$ cat src/rtl/axi4_lite_write_master_engine_if.sv
// axi4_lite_write_master_engine_if: command, response and AXI4-Lite AW/W/B signals of the write master engine
//   cmd_*  : one write command (address, prot, data, strobes, per-channel valid delays)
//   rsp_*  : B response, wait count and timeout flag returned to the local side
//   aw*/w*/b* : AXI4-Lite write channels; master modport is the engine, slave modport the far side
interface axi4_lite_write_master_engine_if #(
  parameter int ADDRESS_WIDTH = 32,
  parameter int DATA_WIDTH = 32,
  parameter int DELAY_WIDTH = 5
);
  logic cmd_valid;
  logic cmd_ready;
  logic [ADDRESS_WIDTH-1:0] cmd_awaddr;
  logic [2:0] cmd_awprot;
  logic [DATA_WIDTH-1:0] cmd_wdata;
  logic [DATA_WIDTH/8-1:0] cmd_wstrb;
  logic [DELAY_WIDTH-1:0] cmd_delay_aw;
  logic [DELAY_WIDTH-1:0] cmd_delay_w;
  logic rsp_valid;
  logic rsp_ready;
  logic [1:0] rsp_bresp;
  logic rsp_timeout;
  logic [15:0] rsp_wait_cycles;
  logic [ADDRESS_WIDTH-1:0] awaddr;
  logic [2:0] awprot;
  logic awvalid;
  logic awready;
  logic [DATA_WIDTH-1:0] wdata;
  logic [DATA_WIDTH/8-1:0] wstrb;
  logic wvalid;
  logic wready;
  logic [1:0] bresp;
  logic bvalid;
  logic bready;
  modport master (
    input cmd_valid, cmd_awaddr, cmd_awprot, cmd_wdata, cmd_wstrb, cmd_delay_aw, cmd_delay_w,
    input rsp_ready, awready, wready, bresp, bvalid,
    output cmd_ready, rsp_valid, rsp_bresp, rsp_timeout, rsp_wait_cycles,
    output awaddr, awprot, awvalid, wdata, wstrb, wvalid, bready
  );
  modport slave (
    output cmd_valid, cmd_awaddr, cmd_awprot, cmd_wdata, cmd_wstrb, cmd_delay_aw, cmd_delay_w,
    output rsp_ready, awready, wready, bresp, bvalid,
    input cmd_ready, rsp_valid, rsp_bresp, rsp_timeout, rsp_wait_cycles,
    input awaddr, awprot, awvalid, wdata, wstrb, wvalid, bready
  );
endinterface

$ cat src/rtl/axi4_lite_write_master_engine.sv
// axi4_lite_write_master_engine: single-outstanding AXI4-Lite write initiator with per-channel delays and B timeout
//   aclk, areset : clock and synchronous active-high reset
//   bus (master) : command in, response out, AW/W driven, B collected
module axi4_lite_write_master_engine #(
  parameter int ADDRESS_WIDTH = 32,
  parameter int DATA_WIDTH = 32,
  parameter int DELAY_WIDTH = 5,
  parameter int BRESP_TIMEOUT = 64
) (
  input logic aclk,
  input logic areset,
  axi4_lite_write_master_engine_if.master bus
);
  typedef enum logic [1:0] {IDLE, ISSUE, WAIT_RESP, RESP} state_t;
  state_t state_q, state_d;
  logic [DELAY_WIDTH-1:0] aw_cnt_q, aw_cnt_d, w_cnt_q, w_cnt_d;
  logic aw_done_q, aw_done_d, w_done_q, w_done_d;
  logic [ADDRESS_WIDTH-1:0] awaddr_q, awaddr_d;
  logic [2:0] awprot_q, awprot_d;
  logic [DATA_WIDTH-1:0] wdata_q, wdata_d;
  logic [DATA_WIDTH/8-1:0] wstrb_q, wstrb_d;
  logic [15:0] wait_cnt_q, wait_cnt_d, wait_inc;
  logic [1:0] rsp_bresp_q, rsp_bresp_d;
  logic rsp_timeout_q, rsp_timeout_d;
  logic [15:0] rsp_wait_q, rsp_wait_d;
  logic last_wait;
  assign bus.cmd_ready = state_q == IDLE;
  assign bus.awvalid = state_q == ISSUE && aw_cnt_q == '0 && !aw_done_q;
  assign bus.wvalid = state_q == ISSUE && w_cnt_q == '0 && !w_done_q;
  assign bus.bready = state_q == WAIT_RESP;
  assign bus.rsp_valid = state_q == RESP;
  assign bus.awaddr = awaddr_q;
  assign bus.awprot = awprot_q;
  assign bus.wdata = wdata_q;
  assign bus.wstrb = wstrb_q;
  assign bus.rsp_bresp = rsp_bresp_q;
  assign bus.rsp_timeout = rsp_timeout_q;
  assign bus.rsp_wait_cycles = rsp_wait_q;
  assign wait_inc = &wait_cnt_q ? wait_cnt_q : wait_cnt_q + 16'd1;
  // last WAIT_RESP cycle: bready has then been high for BRESP_TIMEOUT cycles
  assign last_wait = 32'(wait_cnt_q) >= 32'(BRESP_TIMEOUT - 1);
  always_ff @(posedge aclk) begin
    if (areset) begin
      state_q <= IDLE;
      aw_cnt_q <= '0;
      w_cnt_q <= '0;
      aw_done_q <= 1'b0;
      w_done_q <= 1'b0;
      awaddr_q <= '0;
      awprot_q <= '0;
      wdata_q <= '0;
      wstrb_q <= '0;
      wait_cnt_q <= '0;
      rsp_bresp_q <= '0;
      rsp_timeout_q <= 1'b0;
      rsp_wait_q <= '0;
    end else begin
      state_q <= state_d;
      aw_cnt_q <= aw_cnt_d;
      w_cnt_q <= w_cnt_d;
      aw_done_q <= aw_done_d;
      w_done_q <= w_done_d;
      awaddr_q <= awaddr_d;
      awprot_q <= awprot_d;
      wdata_q <= wdata_d;
      wstrb_q <= wstrb_d;
      wait_cnt_q <= wait_cnt_d;
      rsp_bresp_q <= rsp_bresp_d;
      rsp_timeout_q <= rsp_timeout_d;
      rsp_wait_q <= rsp_wait_d;
    end
  end
  always_comb begin
    state_d = state_q;
    aw_cnt_d = aw_cnt_q;
    w_cnt_d = w_cnt_q;
    aw_done_d = aw_done_q;
    w_done_d = w_done_q;
    awaddr_d = awaddr_q;
    awprot_d = awprot_q;
    wdata_d = wdata_q;
    wstrb_d = wstrb_q;
    wait_cnt_d = wait_cnt_q;
    rsp_bresp_d = rsp_bresp_q;
    rsp_timeout_d = rsp_timeout_q;
    rsp_wait_d = rsp_wait_q;
    case (state_q)
      IDLE: if (bus.cmd_valid) begin
        awaddr_d = bus.cmd_awaddr;
        awprot_d = bus.cmd_awprot;
        wdata_d = bus.cmd_wdata;
        wstrb_d = bus.cmd_wstrb;
        aw_cnt_d = bus.cmd_delay_aw;
        w_cnt_d = bus.cmd_delay_w;
        aw_done_d = 1'b0;
        w_done_d = 1'b0;
        state_d = ISSUE;
      end
      ISSUE: begin
        aw_cnt_d = aw_cnt_q != '0 ? aw_cnt_q - 1'b1 : aw_cnt_q;
        w_cnt_d = w_cnt_q != '0 ? w_cnt_q - 1'b1 : w_cnt_q;
        aw_done_d = aw_done_q | (bus.awvalid & bus.awready);
        w_done_d = w_done_q | (bus.wvalid & bus.wready);
        // done flags include this cycle's handshakes so simultaneous completion moves on at once
        if (aw_done_d && w_done_d) begin
          wait_cnt_d = '0;
          state_d = WAIT_RESP;
        end
      end
      WAIT_RESP: begin
        wait_cnt_d = wait_inc;
        if (bus.bvalid) begin
          rsp_bresp_d = bus.bresp;
          rsp_timeout_d = 1'b0;
          rsp_wait_d = wait_cnt_q;
          state_d = RESP;
        end else if (last_wait) begin
          rsp_bresp_d = 2'b10;
          rsp_timeout_d = 1'b1;
          rsp_wait_d = wait_inc;
          state_d = RESP;
        end
      end
      RESP: state_d = bus.rsp_ready ? IDLE : RESP;
    endcase
  end
endmodule

$ cat src/flat_wrapper.sv
// flat-port wrapper written by rule: the top's interface ports become plain ports
module axi4_lite_write_master_engine_flat 
#(
  parameter int ADDRESS_WIDTH = 32,
  parameter int DATA_WIDTH = 32,
  parameter int DELAY_WIDTH = 5,
  parameter int BRESP_TIMEOUT = 64
)
  (aclk, areset, bus_cmd_valid, bus_cmd_awaddr, bus_cmd_awprot, bus_cmd_wdata, bus_cmd_wstrb, bus_cmd_delay_aw, bus_cmd_delay_w, bus_rsp_ready, bus_awready, bus_wready, bus_bresp, bus_bvalid, bus_cmd_ready, bus_rsp_valid, bus_rsp_bresp, bus_rsp_timeout, bus_rsp_wait_cycles, bus_awaddr, bus_awprot, bus_awvalid, bus_wdata, bus_wstrb, bus_wvalid, bus_bready);
  axi4_lite_write_master_engine_if #(.ADDRESS_WIDTH(ADDRESS_WIDTH), .DATA_WIDTH(DATA_WIDTH), .DELAY_WIDTH(DELAY_WIDTH)) bus_i ();
  input logic aclk;
  input logic areset;
  input wire logic [$bits(bus_i.cmd_valid)-1:0] bus_cmd_valid;
  input wire logic [$bits(bus_i.cmd_awaddr)-1:0] bus_cmd_awaddr;
  input wire logic [$bits(bus_i.cmd_awprot)-1:0] bus_cmd_awprot;
  input wire logic [$bits(bus_i.cmd_wdata)-1:0] bus_cmd_wdata;
  input wire logic [$bits(bus_i.cmd_wstrb)-1:0] bus_cmd_wstrb;
  input wire logic [$bits(bus_i.cmd_delay_aw)-1:0] bus_cmd_delay_aw;
  input wire logic [$bits(bus_i.cmd_delay_w)-1:0] bus_cmd_delay_w;
  input wire logic [$bits(bus_i.rsp_ready)-1:0] bus_rsp_ready;
  input wire logic [$bits(bus_i.awready)-1:0] bus_awready;
  input wire logic [$bits(bus_i.wready)-1:0] bus_wready;
  input wire logic [$bits(bus_i.bresp)-1:0] bus_bresp;
  input wire logic [$bits(bus_i.bvalid)-1:0] bus_bvalid;
  output wire logic [$bits(bus_i.cmd_ready)-1:0] bus_cmd_ready;
  output wire logic [$bits(bus_i.rsp_valid)-1:0] bus_rsp_valid;
  output wire logic [$bits(bus_i.rsp_bresp)-1:0] bus_rsp_bresp;
  output wire logic [$bits(bus_i.rsp_timeout)-1:0] bus_rsp_timeout;
  output wire logic [$bits(bus_i.rsp_wait_cycles)-1:0] bus_rsp_wait_cycles;
  output wire logic [$bits(bus_i.awaddr)-1:0] bus_awaddr;
  output wire logic [$bits(bus_i.awprot)-1:0] bus_awprot;
  output wire logic [$bits(bus_i.awvalid)-1:0] bus_awvalid;
  output wire logic [$bits(bus_i.wdata)-1:0] bus_wdata;
  output wire logic [$bits(bus_i.wstrb)-1:0] bus_wstrb;
  output wire logic [$bits(bus_i.wvalid)-1:0] bus_wvalid;
  output wire logic [$bits(bus_i.bready)-1:0] bus_bready;
  assign bus_i.cmd_valid = bus_cmd_valid;
  assign bus_i.cmd_awaddr = bus_cmd_awaddr;
  assign bus_i.cmd_awprot = bus_cmd_awprot;
  assign bus_i.cmd_wdata = bus_cmd_wdata;
  assign bus_i.cmd_wstrb = bus_cmd_wstrb;
  assign bus_i.cmd_delay_aw = bus_cmd_delay_aw;
  assign bus_i.cmd_delay_w = bus_cmd_delay_w;
  assign bus_i.rsp_ready = bus_rsp_ready;
  assign bus_i.awready = bus_awready;
  assign bus_i.wready = bus_wready;
  assign bus_i.bresp = bus_bresp;
  assign bus_i.bvalid = bus_bvalid;
  assign bus_cmd_ready = bus_i.cmd_ready;
  assign bus_rsp_valid = bus_i.rsp_valid;
  assign bus_rsp_bresp = bus_i.rsp_bresp;
  assign bus_rsp_timeout = bus_i.rsp_timeout;
  assign bus_rsp_wait_cycles = bus_i.rsp_wait_cycles;
  assign bus_awaddr = bus_i.awaddr;
  assign bus_awprot = bus_i.awprot;
  assign bus_awvalid = bus_i.awvalid;
  assign bus_wdata = bus_i.wdata;
  assign bus_wstrb = bus_i.wstrb;
  assign bus_wvalid = bus_i.wvalid;
  assign bus_bready = bus_i.bready;
  axi4_lite_write_master_engine #(.ADDRESS_WIDTH(ADDRESS_WIDTH), .DATA_WIDTH(DATA_WIDTH), .DELAY_WIDTH(DELAY_WIDTH), .BRESP_TIMEOUT(BRESP_TIMEOUT)) u_core (.aclk(aclk), .areset(areset), .bus(bus_i));
endmodule
$ cat config.mk
export PLATFORM = sky130hd
export DESIGN_NAME = axi4_lite_write_master_engine_flat
export DESIGN_NICKNAME = d
export VERILOG_FILES = /design/src/rtl/axi4_lite_write_master_engine_if.sv /design/src/rtl/axi4_lite_write_master_engine.sv /design/src/flat_wrapper.sv
export SDC_FILE = /design/constraint.sdc
export NUM_CORES = 1
export LEC_CHECK = 0
export ABC_AREA = 1
export CORE_MARGIN = 3
export CORE_UTILIZATION = 49
export CTS_CLUSTER_DIAMETER = 120
export DETAILED_ROUTE_END_ITERATION = 7
export PLACE_DENSITY = 0.86
export SYNTH_ARGS = -nofsm -noshare
export SYNTH_HDL_FRONTEND = slang
export SYNTH_SLANG_ARGS = --single-unit
$ cat constraint.sdc
create_clock -name aclk -period 3.44 [get_ports aclk]
set_input_delay 0.688 -clock aclk [delete_from_list [all_inputs] [get_ports aclk]]
set_output_delay 0.688 -clock aclk [all_outputs]
set_load 0.03 [all_outputs]
==> summary.txt <==
Final layout
  • Commonest non-fill, non-tap cell in the layout: nor2_1
  • Most frequent cells in the layout: nor2_1, clkdlybuf4s50_1, nand2_1, dfxtp_1, o21ai_0
  • Fillers: 794
  • Area Growth Syn to Fin: 46.58%
  • Non-Filler Instances: 1078
  • Total Nets Final: 1024
  • Share of layout cells above drive strength 1: 0.07113
  • Layout Cell Area excl Fill: 7745 um2
  • Diodes inserted: 0

Critical path
  • Req. time, crit path: 2750 ps
  • Largest stage delay, worst path: 680 ps
  • CP Launch Type: flip-flop
  • CP Capture Type: output pin
  • Worst-path maximum fanout: 16
  • R2R setup slack: 1380 ps
  • Buffers & Inverters on Critical Path: 3
  • CP max-delay cell: clkdlybuf4s50_1
  • CP cell instances: inv_2, nor2_2, buf_4, nand3_1, nor2_1, clkdlybuf4s50_1
  • Critical path arrival: 2420 ps
  • Setup Crit Path Kind: flip-flop to output pin
  • CP top delay family: buffers and inverters

Timing
  • Layout Skew: 8.211 ps
  • Final Setup Violations: 0
  • TNS Setup: 0 ps
  • Tcrit/Tclk final: 0.9044
  • Final min period: 3111 ps
  • Final Hold Fails: 0
  • Final hold slack: 457.7 ps
  • Slew Limit Headroom: 0.5078
  • Pins Over Slew Limit: 0
  • Worst slew pin tran: 738.3 ps
  • RSZ-0062 raised after global routing: no
  • Fmax: 0.3214 GHz

Place
  • Final HPWL DP: 10470 um
  • IO Port Bufs: 184
  • GP Congestion: 0.9082
  • Cell Area, Placed: 7162 um2
  • Placed cells: 1046

Die
  • # rows: 37
  • Die Ht: 109.8 um
  • Total core area: 10420 um2
  • # IOs: 185
  • Die area: 12060 um2
  • Initial Utilization: 0.5073
  • DIE WIDTH: 109.8 um

Logic synthesis
  • Post-Synthesis Cells: 758
  • Yosys top cell by area: dfxtp_1
  • Warnings from Yosys: 0
  • Syn Area/Cell: 6.971 um2
  • Yosys reg bits: 120
  • Mux contribution to synthesized area: 0
  • Syn Nets: 853
  • Simple-gate share of the synthesized area: 0.3104
  • Main combinational cell family by area after synthesis: simple AND/OR/NAND/NOR gates
  • Post-Synth Adder-Cell Area: 0.01184
  • Post-synthesis xor/xnor area fraction: 0.009946
  • Synth Cell Area: 5284 um2
  • Leading post-synthesis cells by cell area: dfxtp_1, nor2_1, nand2_1
  • Yosys cell types: 32
  • Seq/Total Area, Yosys: 0.4547
  • Yosys top cell area share: 0.4547
  • Compound-cell area share of the yosys netlist: 0.1456

Pwr
  • VDD IR-drop max: 0.0004442 V
  • Leak Pwr: 3.183 nW
  • Power per cell area: 526.4 nW/um2

Clock tree
  • Htree depth: 4
  • Hold buffers post-CTS: 0
  • CTS sink count: 120
  • Clock Path Buffers: 2
  • Post-CTS sizing: 0
  • Post-CTS Setup Repair Bufs: 0
  • Insertion delay of the later-clocked pin in the worst-skew pair: 530 ps
  • CTS Root Cell: clkbuf_8
  • CTS tree: yes
  • Clk slew on worst S/H paths: 60 ps
  • Clock buffer count from CTS: 17

Outcome
  • Status: finished, final reports clean

GRT
  • GR Util All Layers: 0.2701
  • Global route overflow: 0
  • Vias in the first global route: 5271
  • Initial antenna violation count: 0
  • Largest net degree at the start of global routing: 72
  • First-pass GRT wire length: 25520 um

Routing
  • DRT Pass-1 Iters: 5
  • Via density: 5.133
  • Vias: 5533
  • Wire per inst: 14.85 um
  • WL final: 16010 um
  • Antenna Nets Post-Route: 0
  • Residual DRC: 0
  • First-iteration detailed-routing DRC count: 359

Job
  • Total of max-cap violations: 0

Hold path
  • Worst Hold Class: flip-flop to flip-flop
==> registers in the layout, indices dropped and copies added (netlist names), 2 cells and up <==
signal                      flops
u_core.aw_cnt_q                 5
u_core.bus.awaddr              32
u_core.bus.awprot               3
u_core.bus.rsp_bresp            2
u_core.bus.rsp_wait_cycles     16
u_core.bus.wdata               32
u_core.bus.wstrb                4
u_core.state_q                  2
u_core.w_cnt_q                  5
u_core.wait_cnt_q              16
==> worst register-to-register path, cell delays in order (launching register included) <==
cell and delay, ps:
dfxtp_1 520, ha_1 330, nand3_2 140, nor2_4 190
nor2_2 80, nand2_1 70, nand3_2 170, inv_2 250
nand2_1 80, nand3_1 70, nand2_1 50, inv_1 60
==> final timing paths <==
kind,from,endpoint,cells past startpoint
setup / recovery,u_core.state_q[0],bus_wvalid,6
hold / removal,u_core.bus.rsp_timeout,u_core.bus.rsp_timeout,2
setup reg to reg,u_core.wait_cnt_q[0],u_core.bus.rsp_wait_cycles[14],11
hold reg to reg,u_core.bus.rsp_timeout,u_core.bus.rsp_timeout,2
==> synthesized netlist by cell type (all sizes together) <==
library cell / instances
nor2: 217
nand2: 129
dfxtp: 120
o21ai: 90
a21oi: 49
inv: 42
nand3: 40
clkbuf: 20
buf: 19
nand4: 6
xor2: 6
ha: 5
a211oi: 2
a31oi: 2
clkinv: 2
nor3: 2
o211ai: 2
a22oi: 1
and2: 1
o21bai: 1
o221ai: 1
or2: 1
==> where the power goes <==
part / internal, mW / switching, mW
logic: 0.327 / 0.451
registers: 1.49 / 0.0578
clock network: 1.05 / 0.700
total: 2.87 / 1.21
==> cell type report <==
type,count,area [um2],area share
repair buffers,191,1894,0.2446
flip-flops and latches,120,2402,0.3102
multi-input cells,555,2530,0.3267
clock buffers,17,414.1,0.05347
inverters,44,165.2,0.02132
clock inverters,15,168.9,0.02181
well taps,136,170.2,0.02197
==> cell families after synthesis <==
family | count (synthesis)
XOR/XNOR | 6
adder cells (fa/ha/maj) | 5
flip-flops | 120
buffers and inverters | 83
AO/OA/AOI/OAI | 148
AND/OR/NAND/NOR | 396
==> layer usage <==
| layer | vias to the layer above | part of all wire | track usage |
|---|---|---|---|
| li1 | 2777 | - | - |
| met1 | 2517 | 0.39 | 0.3107 |
| met2 | 215 | 0.49 | 0.4458 |
| met3 | 24 | 0.097 | 0.1180 |
| met4 | 0 | 0.016 | 0.09528 |
| met5 | - | 0 | 0 |
==> through the flow <==
| stage | worst slack (ps) | power, mW | utilization |
|---|---|---|---|
| after global routing | 168.6 | 4.235 | 0.7435 |
| final | 328.9 | 4.077 | 0.7435 |
| after CTS | 318.0 | 4.093 | 0.7435 |
| after global placement | 979.3 | 2.336 | 0.6876 |
| after detailed placement | 936.7 | 2.347 | 0.6876 |
| after floorplan | 1555 | 2.004 | - |
Power figures use the tool's default switching activity.
